**src/rtl/btn_conditioner_if.sv**
```systemverilog
// Button conditioner signal bundle: raw button in, debounced level/strobes/count out.
// The outputs are free-running strobes with no valid/ready backpressure. A consumer samples them on the same clock.
interface btn_conditioner_if;
  logic       btn_raw;
  logic       btn_level;
  logic       press_pulse;
  logic       release_pulse;
  logic       step_pulse;
  logic       long_press;
  logic [7:0] press_count;
  logic [2:0] state;

  modport master (
    output btn_raw,
    input  btn_level, press_pulse, release_pulse, step_pulse, long_press, press_count, state
  );

  modport slave (
    input  btn_raw,
    output btn_level, press_pulse, release_pulse, step_pulse, long_press, press_count, state
  );
endinterface

```
**src/rtl/btn_conditioner.sv**
```systemverilog
// Turns a raw, bouncy button into clean single-cycle strobes: 2-FF synchroniser, debounce FSM,
// auto-repeat while held, and a wrapping press counter. All outputs are registered.
module btn_conditioner #(
  parameter int CNT_W           = 20,
  parameter int DEBOUNCE_CYCLES = 10000,
  parameter int REPEAT_DELAY    = 500000,
  parameter int REPEAT_PERIOD   = 100000,
  parameter int REPEAT_EN       = 1,
  parameter int ACTIVE_LOW      = 0
) (
  input logic              clk,
  input logic              rst_n,
  btn_conditioner_if.slave bus
);

  typedef enum logic [2:0] {
    IDLE       = 3'd0,
    DB_PRESS   = 3'd1,
    HELD       = 3'd2,
    REPEAT     = 3'd3,
    DB_RELEASE = 3'd4
  } state_t;

  localparam logic             IDLE_LVL    = (ACTIVE_LOW != 0);
  localparam logic [CNT_W-1:0] DB_LAST     = CNT_W'(DEBOUNCE_CYCLES - 1);
  localparam logic [CNT_W-1:0] DELAY_LAST  = CNT_W'(REPEAT_DELAY - 1);
  localparam logic [CNT_W-1:0] PERIOD_LAST = CNT_W'(REPEAT_PERIOD - 1);

  state_t           state_q;
  logic [1:0]       sync_q;
  logic [CNT_W-1:0] cnt_q;
  logic             level_q;
  logic             press_q;
  logic             release_q;
  logic             step_q;
  logic             long_q;
  logic [7:0]       count_q;
  logic             btn_s;

  // Synchroniser resets to the electrical "not pressed" level, so btn_s starts at 0.
  assign btn_s = sync_q[1] ^ IDLE_LVL;

  always_ff @(posedge clk or negedge rst_n) begin
    if (!rst_n) begin
      sync_q    <= {2{IDLE_LVL}};
      state_q   <= IDLE;
      cnt_q     <= '0;
      level_q   <= 1'b0;
      press_q   <= 1'b0;
      release_q <= 1'b0;
      step_q    <= 1'b0;
      long_q    <= 1'b0;
      count_q   <= 8'd0;
    end else begin
      sync_q    <= {sync_q[0], bus.btn_raw};
      press_q   <= 1'b0;
      release_q <= 1'b0;
      step_q    <= 1'b0;
      case (state_q)
        IDLE: begin
          if (btn_s) begin
            state_q <= DB_PRESS;
            cnt_q   <= '0;
          end
        end
        DB_PRESS: begin
          if (!btn_s) begin
            state_q <= IDLE;
          end else if (cnt_q == DB_LAST) begin
            state_q <= HELD;
            cnt_q   <= '0;
            press_q <= 1'b1;
            step_q  <= 1'b1;
            level_q <= 1'b1;
            count_q <= count_q + 8'd1;
          end else begin
            cnt_q <= cnt_q + 1'b1;
          end
        end
        HELD: begin
          if (!btn_s) begin
            state_q <= DB_RELEASE;
            cnt_q   <= '0;
          end else if (cnt_q == DELAY_LAST) begin
            // Without auto-repeat the counter parks here until release.
            if (REPEAT_EN != 0) begin
              state_q <= REPEAT;
              cnt_q   <= '0;
              step_q  <= 1'b1;
              long_q  <= 1'b1;
            end
          end else begin
            cnt_q <= cnt_q + 1'b1;
          end
        end
        REPEAT: begin
          if (!btn_s) begin
            state_q <= DB_RELEASE;
            cnt_q   <= '0;
            long_q  <= 1'b0;
          end else if (cnt_q == PERIOD_LAST) begin
            step_q <= 1'b1;
            cnt_q  <= '0;
          end else begin
            cnt_q <= cnt_q + 1'b1;
          end
        end
        DB_RELEASE: begin
          // A glitch back to pressed returns to HELD and restarts the repeat delay.
          if (btn_s) begin
            state_q <= HELD;
            cnt_q   <= '0;
          end else if (cnt_q == DB_LAST) begin
            state_q   <= IDLE;
            cnt_q     <= '0;
            release_q <= 1'b1;
            level_q   <= 1'b0;
          end else begin
            cnt_q <= cnt_q + 1'b1;
          end
        end
        default: begin
          state_q <= IDLE;
          cnt_q   <= '0;
        end
      endcase
    end
  end

  assign bus.btn_level     = level_q;
  assign bus.press_pulse   = press_q;
  assign bus.release_pulse = release_q;
  assign bus.step_pulse    = step_q;
  assign bus.long_press    = long_q;
  assign bus.press_count   = count_q;
  assign bus.state         = state_q;

endmodule

```
**src/flat_wrapper.sv**
```systemverilog
// flat-port wrapper written by rule: the top's interface ports become plain ports
module btn_conditioner_flat 
#(
  parameter int CNT_W           = 20,
  parameter int DEBOUNCE_CYCLES = 10000,
  parameter int REPEAT_DELAY    = 500000,
  parameter int REPEAT_PERIOD   = 100000,
  parameter int REPEAT_EN       = 1,
  parameter int ACTIVE_LOW      = 0
)
  (clk, rst_n, bus_btn_raw, bus_btn_level, bus_press_pulse, bus_release_pulse, bus_step_pulse, bus_long_press, bus_press_count, bus_state);
  btn_conditioner_if bus_i ();
  input logic clk;
  input logic rst_n;
  input wire logic [$bits(bus_i.btn_raw)-1:0] bus_btn_raw;
  output wire logic [$bits(bus_i.btn_level)-1:0] bus_btn_level;
  output wire logic [$bits(bus_i.press_pulse)-1:0] bus_press_pulse;
  output wire logic [$bits(bus_i.release_pulse)-1:0] bus_release_pulse;
  output wire logic [$bits(bus_i.step_pulse)-1:0] bus_step_pulse;
  output wire logic [$bits(bus_i.long_press)-1:0] bus_long_press;
  output wire logic [$bits(bus_i.press_count)-1:0] bus_press_count;
  output wire logic [$bits(bus_i.state)-1:0] bus_state;
  assign bus_i.btn_raw = bus_btn_raw;
  assign bus_btn_level = bus_i.btn_level;
  assign bus_press_pulse = bus_i.press_pulse;
  assign bus_release_pulse = bus_i.release_pulse;
  assign bus_step_pulse = bus_i.step_pulse;
  assign bus_long_press = bus_i.long_press;
  assign bus_press_count = bus_i.press_count;
  assign bus_state = bus_i.state;
  btn_conditioner #(.CNT_W(CNT_W), .DEBOUNCE_CYCLES(DEBOUNCE_CYCLES), .REPEAT_DELAY(REPEAT_DELAY), .REPEAT_PERIOD(REPEAT_PERIOD), .REPEAT_EN(REPEAT_EN), .ACTIVE_LOW(ACTIVE_LOW)) u_core (.clk(clk), .rst_n(rst_n), .bus(bus_i));
endmodule
```
**config.mk**
```make
export PLATFORM = sky130hd
export DESIGN_NAME = btn_conditioner_flat
export DESIGN_NICKNAME = d
export VERILOG_FILES = /design/src/rtl/btn_conditioner_if.sv /design/src/rtl/btn_conditioner.sv /design/src/flat_wrapper.sv
export SDC_FILE = /design/constraint.sdc
export NUM_CORES = 1
export LEC_CHECK = 0
export ABC_AREA = 1
export BUFFER_PORTS_ARGS = -buffer_cell sky130_fd_sc_hd__buf_2
export CORE_MARGIN = 5
export CORE_UTILIZATION = 41
export CTS_BUF_LIST = sky130_fd_sc_hd__clkbuf_16
export DETAILED_ROUTE_END_ITERATION = 16
export GPL_TIMING_DRIVEN = 1
export MAX_ROUTING_LAYER = met4
export PLACE_DENSITY = 0.65
export RECOVER_POWER = 25
export SKIP_CTS_REPAIR_TIMING = 1
export SLEW_MARGIN = 0
export SYNTH_ARGS = -nofsm -noshare
export SYNTH_HDL_FRONTEND = slang
export SYNTH_SLANG_ARGS = --single-unit
```
**constraint.sdc**
```tcl
create_clock -name clk -period 2.2 [get_ports clk]
set_input_delay 0.33 -clock clk [delete_from_list [all_inputs] [get_ports clk]]
set_output_delay 0.33 -clock clk [all_outputs]
set_load 0.02 [all_outputs]
```
# Word-level counts from Yosys, hierarchy flattened

Index checks and enable logic that the tools add are counted.

Add/subtract/negate cells: 2
Equal/unequal tests: 18
Muxes and demuxes: 37
Reductions and logical operators: 8

Operators by type and width:

| kind                  | count |
|---|---|
| $mux 20               | 8 |
| $pmux 20 s5           | 1 |
| $mux 3                | 8 |
| $add 20x1->20 const B | 1 |
| $eq 20x14->1 const B  | 1 |
| $eq 20x17->1 const B  | 1 |
| $eq 20x19->1 const B  | 1 |
| $mux 1                | 16 |
| $pmux 3 s5            | 1 |
| $ne 2x1->1 const B    | 6 |
| $reduce_and 5->1      | 2 |
| $add 8x1->8 const B   | 1 |
| $eq 3x2->1 const B    | 2 |
| $ne 3x3->1 const B    | 2 |
| $ne 2x2->1 const B    | 2 |
| $pmux 1 s2            | 2 |
| $reduce_and 4->1      | 1 |
| $reduce_bool 2->1     | 2 |
| $eq 3x1->1 const B    | 1 |
| $eq 3x3->1 const B    | 1 |
| $logic_not 3->1       | 1 |
| $ne 3x1->1 const B    | 1 |
| $pmux 1 s3            | 1 |
| $reduce_and 3->1      | 1 |
| $reduce_and 2->1      | 1 |

Register bits after elaboration: 38
Bits of input ports: 3
Output and inout port bits: 16
Word-level logic and storage cells: 74

# Depth between registers and ports, before layout

Depth after elaboration: 4
Gate-level depth with buffers: 13
Depth with buffers taken out: 11

# Worst setup path before layout

OpenSTA, ideal clock, no wires.

Kind: reg-to-reg
Start point: register u_core.cnt_q[0]
End point: register u_core.cnt_q[19]
Arrival time: 1.600 ns
Required time: 2.072 ns
Slack: 0.472 ns
Stages on the path, launching flop included: 12
Buffers on the path: 1
Cells stage by stage: dfrtp_1 ha_1 nand3_4 nor2_2 nand3_4 nand3_4 nand2_4 nor2_4 nand2_4 inv_6 buf_12 nor2_4

Word-level cells in the longest chain between the ends: 4
Elaborated cells on any way between the ends: 12
Those cells by class: add/sub (1); eq/ne (3); mux (8)

RTL lines:

| item                                           | RTL line               | text |
|---|---|---|
| start: declaration                             | btn_conditioner.sv:31  | `logic [CNT_W-1:0] cnt_q;` |
| start signal: assignment                       | btn_conditioner.sv:77  | `cnt_q <= cnt_q + 1'b1;` |
| start signal: assignment                       | btn_conditioner.sv:93  | `cnt_q <= cnt_q + 1'b1;` |
| start signal: assignment                       | btn_conditioner.sv:105 | `cnt_q <= cnt_q + 1'b1;` |
| $add 20x1->20 (tied with other cells)          | --                     |  |
| $mux 20, on equally long branches (2 in a row) | --                     |  |
| $pmux 20 s5 *                                  | btn_conditioner.sv:59  | `case (state_q)` |

Mark *: on every way between the ends. The rest lies on a longest branch, timed or not. The select of a mux whose other input is x is not followed.
A chain may end at the register's enable or synchronous reset.

# Worst setup path after layout

Start point: register u_core.cnt_q[0]
End point: register u_core.cnt_q[7]

Same word-level chain as after synthesis.

==> summary.md <==
| Metric | Value |
|---|---|
| Row Count | 28 |
| Hold Path Class | input pin to flip-flop |
| Worst stage delay on the critical path | 0.38 ns |
| Ports | 19 |
| Root Driver | clkbuf_16 |
| P&R area growth vs syn | 12.1% |
| Vias in the first global route | 2148 |
| Period utilization | 88.1% |
| Met1 usage | 21.3% |
| Comb pwr share | 29.8% |
| Worst EP arrival | 2.10 ns |
| Diode count | 0 |
| P_sw | 0.778 mW |
| Top_reg_cell synth | dfrtp_1 |
| Final core utilization | 48.0% |
| Worst-path fanout max | 15 |
| TritonRoute pass-1 iters | 4 |
| Final Wtd Congestion | 0.954 |
| Outcome | finished clean |
| Synth warnings | 0 |
| Initial antenna violation count | 0 |
| Post-Syn Area | 2560 um2 |
| Met2 Usage GRT | 26.3% |
| Max clock buf depth | 2 |
| Leak | 1.29 nW |
| Final worst setup slack | 0.261 ns |
| Vias/cell | 5.24 |
| Finished Layout Cells | 431 |
| Antenna Nets Post-Route | 0 |
| Worst-margin pin slew | 0.921 ns |
| Num CTS Buffers | 5 |
| Die extent in x | 89.1 um |
| Port buffer count | 18 |
| # DRC | 0 |
| Detailed Place HPWL | 4500 um |
| Largest net degree at the start of global routing | 39 |
| CP Launch Type | flip-flop |
| Avg Inst Size Synth | 7.73 um2 |
| Slew headroom | 38.6% |
| Sequential area share after synthesis | 37.1% |
| Die ar. | 7940 um2 |
| Critical Path, Cell by Cell | ha_1 -> nand3_4 -> nor2_2 -> nand4_2 -> nand2_1 -> nand2_4 -> nor2_4 -> nand2_4 -> inv_6 -> nor2_1 |
| Total global-route track usage | 16.9% |
| Synth cell types | 34 |
| Final TNS setup | 0 ns |
| Synthesized instance count | 332 |
| Slowest stage cell, crit path | dfrtp_1 |
| Remaining Overflow, GRT | 0 |
| Final wirelength | 5910 um |
| Crit path kind | flip-flop to flip-flop |
| Placed Cells incl. Taps | 424 |
| CP required | 2.36 ns |
| Worst Clk Skew | 0.00418 ns |
| DIE HEIGHT | 89.1 um |
| Post-synth EDFFs | 0 |
| Crit path capture type | flip-flop |
| Dpl cell area | 2740 um2 |
| DP Worst Slack | 0.260 ns |
| Fmax | 0.516 GHz |
| H-tree lvl count | 2 |
| GRT busiest layer | met2 |
| Sw frac | 36.8% |
| Post-route cell area | 2880 um2 |
| Fin. Hold Viols | 0 |
| Hold Slack | 0.150 ns |
| Net Count, Synth | 337 |
| Clk_lat worst skew | 0.28 ns |
| DR WL/cell | 13.7 um |
| Worst path most repeated cell | nand2_4 |
| Cell area power density | 736 nW/um2 |
| Final #Nets | 361 |
| Pins over their slew limit | 0 |
| Sequential fraction of design power | 38.0% |
| Vias post-DR | 2260 |
| Unrepaired setup endpoints after global routing | no |
| Max-cap violations | 0 |
| Clk network pwr share | 32.2% |
| Hold Path Depth | 1 |
| Peak VDD IR | 0.000477 V |
| CTS sink cnt | 38 |
| Core footprint | 5990 um2 |
| Worst-path clk slew | 0.06 ns |
| #FFs+latches synth | 38 |
| CTS tree | done |
| First-pass GRT wire length | 10100 um |
| Initial core utilization | 42.8% |
| Cells on worst reg2reg path | 10 |
| Overall power | 2.11 mW |
| Final Setup Violations | 0 |
| Detailed Route Iter0 Violations | 178 |
| Synth async-reset ratio | 100% |
| Pint | 1.34 mW |
| Minimum clock period | 1.94 ns |
| Met3 Resource Use GR | 3.32% |
| Share of layout cells above drive strength 1 | 19.9% |
cell usage in the layout (no fill, tap or decap):
cell | Yosys | routed
a21oi_1 | 2 | 2
a31oi_1 | 2 | 2
and3_1 | 2 | 2
buf_2 | 3 | 17
buf_4 | 1 | 5
clkbuf_16 | 0 | 5
clkbuf_2 | 0 | 1
clkinv_2 | 0 | 2
dfrtp_1 | 38 | 38
ha_1 | 2 | 2
inv_1 | 32 | 32
inv_2 | 7 | 7
inv_6 | 1 | 1
mux2_1 | 4 | 4
mux2i_1 | 1 | 1
nand2_1 | 70 | 70
nand2_2 | 3 | 3
nand2_4 | 2 | 2
nand3_1 | 26 | 26
nand3_4 | 3 | 3
nand4_1 | 12 | 12
nand4_2 | 1 | 1
nor2_1 | 39 | 39
nor2_2 | 4 | 4
nor2_4 | 12 | 12
nor3_1 | 19 | 19
nor3_2 | 4 | 4
nor3b_2 | 1 | 1
nor4_1 | 2 | 2
o21ai_0 | 15 | 15
o21bai_1 | 1 | 1
o31ai_1 | 2 | 2
or2_2 | 3 | 3
xnor2_1 | 3 | 3
xor2_1 | 13 | 13
power groups by stage:
| stage | Clock (mW) | Sequential [mW] | Combinational, mW |
|---|---|---|---|
| floorplan | 0 | 0.830 | 0.507 |
| global placement | 0 | 0.814 | 0.632 |
| detailed placement | 0 | 0.815 | 0.634 |
| CTS | 0.699 | 0.802 | 0.635 |
| global route | 0.738 | 0.811 | 0.700 |
| finish | 0.681 | 0.803 | 0.630 |
critical path, delay by kind of cell, from the launching register on:
kind	cells	cell delay (ns)
flip-flops	1	0.38
AND/OR/NAND/NOR	8	0.94
adder cells (fa/ha/maj)	1	0.29
buffers and inverters	1	0.21
Yosys cell counts, types with 2 or more instances:
master   instances  area, um2
nor2_2           4       25.0
mux2_1           4       45.0
xor2_1          13        114
xnor2_1          3       26.3
buf_2            3       15.0
nor2_4          12        135
nand3_4          3       52.6
and3_1           2       12.5
nor3_1          19       95.1
nor3_2           4       40.0
a21oi_1          2       10.0
ha_1             2       25.0
or2_2            3       18.8
nor4_1           2       12.5
o31ai_1          2       15.0
nand2_4          2       22.5
o21ai_0         15       75.1
nor2_1          39        146
nand3_1         26        130
a31oi_1          2       12.5
inv_2            7       26.3
inv_1           32        120
nand2_2          3       18.8
dfrtp_1         38        951
nand2_1         70        263
nand4_1         12       75.1
state kept, by name, summed over array words and instances (netlist names):
name,flops
u_core.bus.btn_level,1
u_core.sync_q,2
u_core.bus.press_count,8
u_core.cnt_q,20
u_core.bus.press_pulse,1
u_core.bus.release_pulse,1
u_core.bus.state,3
u_core.bus.long_press,1
u_core.bus.step_pulse,1
worst paths after layout:
kind | startpoint | to | slack (ns)
max reg2reg | u_core.cnt_q[0]$_DFFE_PN0P_ | u_core.cnt_q[7]$_DFFE_PN0P_ | 0.26
min reg2reg | u_core.sync_q[0]$_DFF_PN0_ | u_core.sync_q[1]$_DFF_PN0_ | 0.35
min | bus_btn_raw | u_core.sync_q[0]$_DFF_PN0_ | 0.15
min in group asynchronous | rst_n | u_core.cnt_q[15]$_DFFE_PN0P_ | 0.18
max | u_core.cnt_q[0]$_DFFE_PN0P_ | u_core.cnt_q[7]$_DFFE_PN0P_ | 0.26
max in group asynchronous | rst_n | u_core.bus.long_press$_DFFE_PN0P_ | 1.45
cell families (layout without fill, tap and decap cells):
| group | after synthesis | after routing | share of synthesized area (%) |
|---|---|---|---|
| multiplexers | 5 | 5 | 2.15 |
| XOR/XNOR | 16 | 16 | 5.46 |
| AND/OR/NAND/NOR | 203 | 203 | 41.8 |
| flip-flops | 38 | 38 | 37.1 |
| buffers and inverters | 46 | 70 | 7.85 |
| AO/OA/AOI/OAI | 22 | 22 | 4.68 |
| adder cells (fa/ha/maj) | 2 | 2 | 0.975 |
area by class of cell:
cell class / count / area [um2]
Clock buffer: 5 / 125
Clock inverter: 2 / 10.0
Fill cell: 574 / 3120
Inverter: 40 / 155
Multi-Input combinational cell: 248 / 1410
Sequential cell: 38 / 951
Tap cell: 75 / 93.8
Timing Repair Buffer: 23 / 128
metal layers:
layer | up-vias | part of all wire, %
met5 | - | 0
met4 | 0 | 2.4
met3 | 13 | 5.2
met2 | 66 | 48
met1 | 1050 | 45
li1 | 1131 | -
Power figures use the tool's default switching activity.
